[src/rtl/acc_wr_sched.sv]
// Round-robin write scheduler for the shared accumulator: IDLE -> EXEC -> ACK per transaction.
// Define ACC_SAT_EN to make ADD saturate to all ones on unsigned overflow instead of wrapping.
module acc_wr_sched #(
  parameter int unsigned WIDTH = 16,
  parameter int unsigned NREQ  = 3
) (
  input  logic                    clk,
  input  logic                    rst,
  input  logic [NREQ-1:0]         req,
  input  logic [NREQ-1:0]         op,
  input  logic [NREQ*WIDTH-1:0]   data,
  input  logic [WIDTH-1:0]        acc_q,
  output logic [WIDTH-1:0]        acc_in,
  output logic                    acc_we,
  output logic [NREQ-1:0]         gnt,
  output logic [NREQ-1:0]         ack,
  output logic                    carry,
  output logic                    busy
);

  localparam int unsigned IW = (NREQ > 1) ? $clog2(NREQ) : 1;

  typedef enum logic [1:0] {IDLE, EXEC, ACK} state_t;

  state_t            state_q, state_d;
  logic [IW-1:0]     ptr_q, ptr_d;
  logic [IW-1:0]     win_q, win_d;
  logic              op_q, op_d;
  logic [WIDTH-1:0]  data_q, data_d;
  logic              carry_q, carry_d;

  logic              found;
  logic [IW-1:0]     pick;
  int unsigned       idx;
  logic [WIDTH:0]    sum;
  logic [NREQ-1:0]   win_oh;

  // Search starts one past the last winner and wraps, so every requester is reached within NREQ grants.
  always_comb begin
    found = 1'b0;
    pick  = '0;
    idx   = 0;
    for (int unsigned i = 1; i <= NREQ; i++) begin
      idx = (32'(ptr_q) + i) % NREQ;
      if (!found && req[IW'(idx)]) begin
        found = 1'b1;
        pick  = IW'(idx);
      end
    end
  end

  always_comb begin
    sum    = {1'b0, acc_q} + {1'b0, data_q};
    win_oh = {{(NREQ-1){1'b0}}, 1'b1} << win_q;
  end

  always_comb begin
    state_d = state_q;
    ptr_d   = ptr_q;
    win_d   = win_q;
    op_d    = op_q;
    data_d  = data_q;
    carry_d = carry_q;
    acc_in  = '0;
    acc_we  = 1'b0;
    gnt     = '0;
    ack     = '0;
    busy    = (state_q != IDLE);
    case (state_q)
      IDLE: begin
        if (found) begin
          win_d   = pick;
          op_d    = op[pick];
          data_d  = data[32'(pick)*WIDTH +: WIDTH];
          state_d = EXEC;
        end
      end
      EXEC: begin
        gnt     = win_oh;
        acc_we  = 1'b1;
        acc_in  = op_q ? sum[WIDTH-1:0] : data_q;
        carry_d = op_q & sum[WIDTH];
`ifdef ACC_SAT_EN
        if (op_q && sum[WIDTH]) acc_in = '1;
`endif
        state_d = ACK;
      end
      ACK: begin
        gnt     = win_oh;
        ack     = win_oh;
        ptr_d   = win_q;
        state_d = IDLE;
      end
      default: state_d = IDLE;
    endcase
  end

  assign carry = carry_q;

  always_ff @(posedge clk) begin
    if (!rst) begin
      state_q <= IDLE;
      ptr_q   <= IW'(NREQ - 1);
      win_q   <= '0;
      op_q    <= 1'b0;
      data_q  <= '0;
      carry_q <= 1'b0;
    end else begin
      state_q <= state_d;
      ptr_q   <= ptr_d;
      win_q   <= win_d;
      op_q    <= op_d;
      data_q  <= data_d;
      carry_q <= carry_d;
    end
  end

endmodule

[config.mk]
export PLATFORM = sky130hd
export DESIGN_NAME = acc_wr_sched
export DESIGN_NICKNAME = d
export VERILOG_FILES = /design/src/rtl/acc_wr_sched.sv
export SDC_FILE = /design/constraint.sdc
export NUM_CORES = 1
export LEC_CHECK = 0
export ABC_AREA = 1
export BUFFER_PORTS_ARGS = -buffer_cell sky130_fd_sc_hd__buf_4
export CORE_MARGIN = 3
export CORE_UTILIZATION = 50
export DETAILED_ROUTE_END_ITERATION = 12
export HOLD_SLACK_MARGIN = 0.1
export PLACE_DENSITY = 0.79
export SLEW_MARGIN = 5
export SYNTH_ARGS = -nofsm -noshare
export SYNTH_HDL_FRONTEND = slang
export SYNTH_SLANG_ARGS = --single-unit
[constraint.sdc]
create_clock -name clk -period 4.63 [get_ports clk]
set_clock_uncertainty 0.15 [all_clocks]
set_input_delay 0.2315 -clock clk [delete_from_list [all_inputs] [get_ports clk]]
set_output_delay 0.2315 -clock clk [all_outputs]
set_load 0.02 [all_outputs]
## Yosys cells after proc, flatten, opt, wreduce, memory -nomap -nowiden

Index checks and enable logic that the tools add are counted.

- Flip-flop bits (word level): 24
- Bits in latches: 0
- RAM bits: 0
- Bits of input ports: 72
- ROM bits: 0
- Logic and storage cells: 52
- Memories: 0

- Div/mod/pow operators: 3
- Reductions and logical operators: 8
- Equal/unequal tests: 3
- Shift-type cells: 2
- Add/sub/neg operators: 4
- Multiplexer cells: 21
- Bitwise operators: 1
- Magnitude comparators: 4
- Multiply operators: 0

Operators with widths:

| operator | number |
|---|---|
| remainder unit 32 x 2 -> 32 bit (second input constant) | 3 |
| indexed part select 48 x 7 -> 16 bit | 1 |
| 2-to-1 mux 16 bit | 2 |
| adder 16 x 16 -> 17 bit | 1 |
| < comparator 2 x 3 -> 1 bit (second input constant) | 4 |
| binary-select mux 1 bit (select 2 bit) | 4 |
| 2-to-1 mux 1 bit | 8 |
| 2-to-1 mux 2 bit | 4 |
| adder 2 x 2 -> 3 bit (second input constant) | 2 |
| 2-to-1 mux 3 bit | 2 |
| case mux 2 bit (2 select lines) | 1 |
| adder 2 x 1 -> 3 bit (second input constant) | 1 |
| << shifter 1 x 2 -> 3 bit (first input constant) | 1 |
| equality test 2 x 1 -> 1 bit (second input constant) | 1 |
| equality test 2 bit (second input constant) | 1 |
| logical AND 1 bit | 2 |
| logical NOT 1 bit | 2 |
| logical NOT 2 bit | 1 |
| != test 2 bit (second input constant) | 1 |
| AND reduction 2 bit | 1 |
| nonzero test 2 bit | 1 |
| OR reduction 2 bit | 1 |
| bitwise AND 1 bit | 1 |

## Logic depth before layout (Yosys ltp)

- Depth after elaboration: 13
- Gate-level depth with buffers: 14

## Worst setup path before layout

OpenSTA, ideal clock, no wires.

- Path type: register to output
- Start: register data_q[0]
- End: output port acc_in[14]
- Setup slack: 2.461 ns
- Data arrival time: 1.787 ns
- Cell stages (with the launch flop): 12
- Required time: 4.248 ns
- Cells stage by stage: dfxtp_1 ha_1 fa_1 nand3_1 nand3_1 inv_1 o21bai_1 nand3b_1 nand3_1 nand2_1 nor2_1 nor2_1

- Word-level cells in the longest chain between the ends: 3

RTL lines:

| element | line | text |
|---|---|---|
| start: declaration | 29 | `logic [WIDTH-1:0] data_q, data_d;` |
| start signal: assignment | 113 | `data_q <= data_d;` |
| adder 16 x 16 -> 17 bit | 53 | `sum = {1'b0, acc_q} + {1'b0, data_q};` |
| 2-to-1 mux 16 bit | 81 | `acc_in = op_q ? sum[WIDTH-1:0] : data_q;` |
| 2-to-1 mux 16 bit | 69 | `case (state_q)` |
| end: declaration | 13 | `output logic [WIDTH-1:0] acc_in,` |

No other way between the ends.

## Worst setup path in the final report

Same ends and word-level chain as after synthesis.

==> impl_metrics.env <==
export IMPL_worst_path_max_delay_cell="dfxtp_1"
export IMPL_avgSynthCellArea_sq_um=6.27
export IMPL_die_width_um=82.2
export IMPL_drive_gt1_share_pct=28.2
export IMPL_final_cell_mix="buf_4 (97), inv_1 (78), nand2_1 (64)"
export IMPL_track_usage_pct=24.2
export IMPL_fmax_ghz=0.380
export IMPL_synthAdderAreaFrac_pct=10.2
export IMPL_dr_pass1_iters=4
export IMPL_synthMuxAreaShare_pct=0
export IMPL_crit_required_ns=4.25
export IMPL_max_cap_violations=0
export IMPL_crit_chain="ha_1, fa_1, nand3_1, nand3_1, inv_1, o21bai_1, nand3b_1, a21oi_1, nor2_1, nor2_1, buf_4"
export IMPL_cts_buffers=3
export IMPL_grt_pass1_wl_um=13000
export IMPL_p_per_area_nw_per_um2=676
export IMPL_post_cts_buffers=0
export IMPL_hold_path_class="input pin to flip-flop"
export IMPL_synth_top_cell_by_area="dfxtp_1"
export IMPL_hold_viol=0
export IMPL_dp_cells=616
export IMPL_cp_end_kind="primary output"
export IMPL_syn_to_final_growth_pct=27.4
export IMPL_worstMarginPinSlew_ns=0.463
export IMPL_num_antenna_cells=0
export IMPL_grt_pass1_vias=2992
export IMPL_wl_um=7860
export IMPL_holdWs_ns=0.103
export IMPL_fp_dieH_um=82.2
export IMPL_design_area_sq_um=3700
export IMPL_final_common_cell="buf_4"
export IMPL_grt_overflow_total=0
export IMPL_slowest_delay_ns=0.37
export IMPL_syn_nets=558
export IMPL_synth_xor_area_share_pct=2.11
export IMPL_ys_warn_count=0
export IMPL_cts_sinks=24
export IMPL_finalCoreUtilization_pct=66.4
export IMPL_synthSimpleGateAreaFrac_pct=36.0
export IMPL_io_pins=97
export IMPL_final_cell_count_no_fill=621
export IMPL_synthTopCellsByArea="dfxtp_1 (17%), inv_1 (10%), ha_1 (9.5%)"
export IMPL_vias=3228
export IMPL_finalSetupViolations=0
export IMPL_finalCritPeriodShare_pct=56.9
export IMPL_die_area_sq_um=6760
export IMPL_routabilityCongestion=0.902
export IMPL_clk_latency_ns=0.27
export IMPL_min_period_ns=2.63
export IMPL_dp_hpwl_um=6580
export IMPL_rsz0062_at_grt="no"
export IMPL_cp_max_fo=3
export IMPL_clk_pin_slew_worst_paths_ns=0.09
export IMPL_root_buffer="clkbuf_8"
export IMPL_synth_seq_cells=24
export IMPL_grt_max_degree=22
export IMPL_ys_seq_area_share_pct=16.5
export IMPL_synth_top_family_by_area="simple AND/OR/NAND/NOR gates"
export IMPL_p_leak_nw=2.04
export IMPL_status="completed"
export IMPL_crit_type="flip-flop to primary output"
export IMPL_synthesis_area_sq_um=2910
export IMPL_fin_nets=645
export IMPL_ctsHtreeMaxLevel=1
export IMPL_route_detailed_drc=0
export IMPL_core_sq_um=5570
export IMPL_startpoint_type="flip-flop"
export IMPL_synth_compound_area_share_pct=20.7
export IMPL_post_drt_via_cell_ratio=5.20
export IMPL_wl_per_cell_um=12.7
export IMPL_cts_resized=0
export IMPL_finalSetupTns_ns=0
export IMPL_slew_violations=0
export IMPL_port_buffer_count=96
export IMPL_syn_inst=463
export IMPL_floorplan_initialDensity_pct=52.1
export IMPL_cts_tree="done"
export IMPL_ir_drop_v=0.000477
export IMPL_postRouteAntennaNets=0
export IMPL_netlist_area_leader_share_pct=16.5
export IMPL_slew_headroom_pct=69.1
export IMPL_place_area_sq_um=3620
export IMPL_drt_iter0_markers=220
export IMPL_grt_antenna_before_repair=0
export IMPL_rows=27
export IMPL_ys_types=38
export IMPL_cts_buffer_depth=2
export IMPL_crit_arrival_ns=2.25
==> worst max-delay path: cells and delay by family (launching register included) <==
kind                       cells  cell delay, ns
and+or+nand+nor                5            0.53
adders and majority gates      2            0.41
DFF                            1            0.37
buffers and inverters          2            0.21
AOI/OAI and AO/OA              2            0.45
==> flip-flops by register name, summed over array words and instances (netlist names) <==
signal and flops:
op_q 1, data_q 16, ptr_q 2, state_q 2, win_q 2, carry 1
==> layer usage <==
| layer | share of wire (%) | GRT usage (%) |
|---|---|---|
| met3 | 8.0 | 2.49 |
| met4 | 0.74 | 6.48 |
| met5 | 0 | 0 |
| met2 | 49 | 44.1 |
| met1 | 42 | 30.1 |
==> layout make-up <==
type | instances | area [sq um]
Sequential cell | 24 | 480
Fill cell | 556 | 1870
Tap cell | 72 | 90.1
Inverter | 84 | 320
Timing Repair Buffer | 98 | 738
Clock buffer | 3 | 41.3
Multi-Input combinational cell | 339 | 2000
Clock inverter | 1 | 30.0
==> report_power, final <==
group / switching (mW) / total [mW] / leakage (nW) / internal, mW
clock network: 0.0685 / 0.184 / 0.0357 / 0.116
logic: 1.27 / 1.95 / 1.81 / 0.681
registers: 0.0788 / 0.369 / 0.199 / 0.291
total: 1.41 / 2.50 / 2.04 / 1.09
==> per-stage QoR <==
| step | power, mW | worst slack, ns |
|---|---|---|
| 3_3_place_gp | 2.25 | 2.30 |
| 6_report | 2.50 | 2.00 |
| 3_5_place_dp | 2.31 | 2.19 |
| 4_1_cts | 2.50 | 2.02 |
| 2_1_floorplan | 1.93 | 2.46 |
| 5_1_grt | 2.77 | 1.79 |
==> worst paths after layout <==
path,from,end,slack (ns),cells past startpoint
hold reg to reg,carry,carry,0.36,2
setup / recovery,data_q[0],acc_in[14],2.00,11
setup reg to reg,ptr_q[0],data_q[7],2.14,11
hold / removal,data[34],data_q[2],0.10,3
==> kinds of logic after synthesis <==
family          Yosys count
compound gates          104
xor+xnor                  7
fa+ha+maj                23
buf+inv                 100
flops                    24
simple gates            205
==> cell usage after synthesis, drive strengths merged <==
library cell / number
nor2: 45
a211oi: 1
nand3b: 1
nor3: 8
a31oi: 3
dfxtp: 24
nand3: 66
nand2: 81
inv: 84
ha: 22
o21bai: 4
clkbuf: 7
xor2: 7
a21oi: 51
a21boi: 1
o211ai: 1
nand4: 4
o21a: 1
buf: 9
a21o: 3
o21ai: 39
fa: 1
==> repair_timing <==
| item | in CTS | in global routing |
|---|---|---|
| hold buffers | 1 | 0 |
| hold endpoints to repair | 1 | 0 |
| endpoints found under the setup margin | 0 | 0 |
Power figures use the tool's default switching activity.
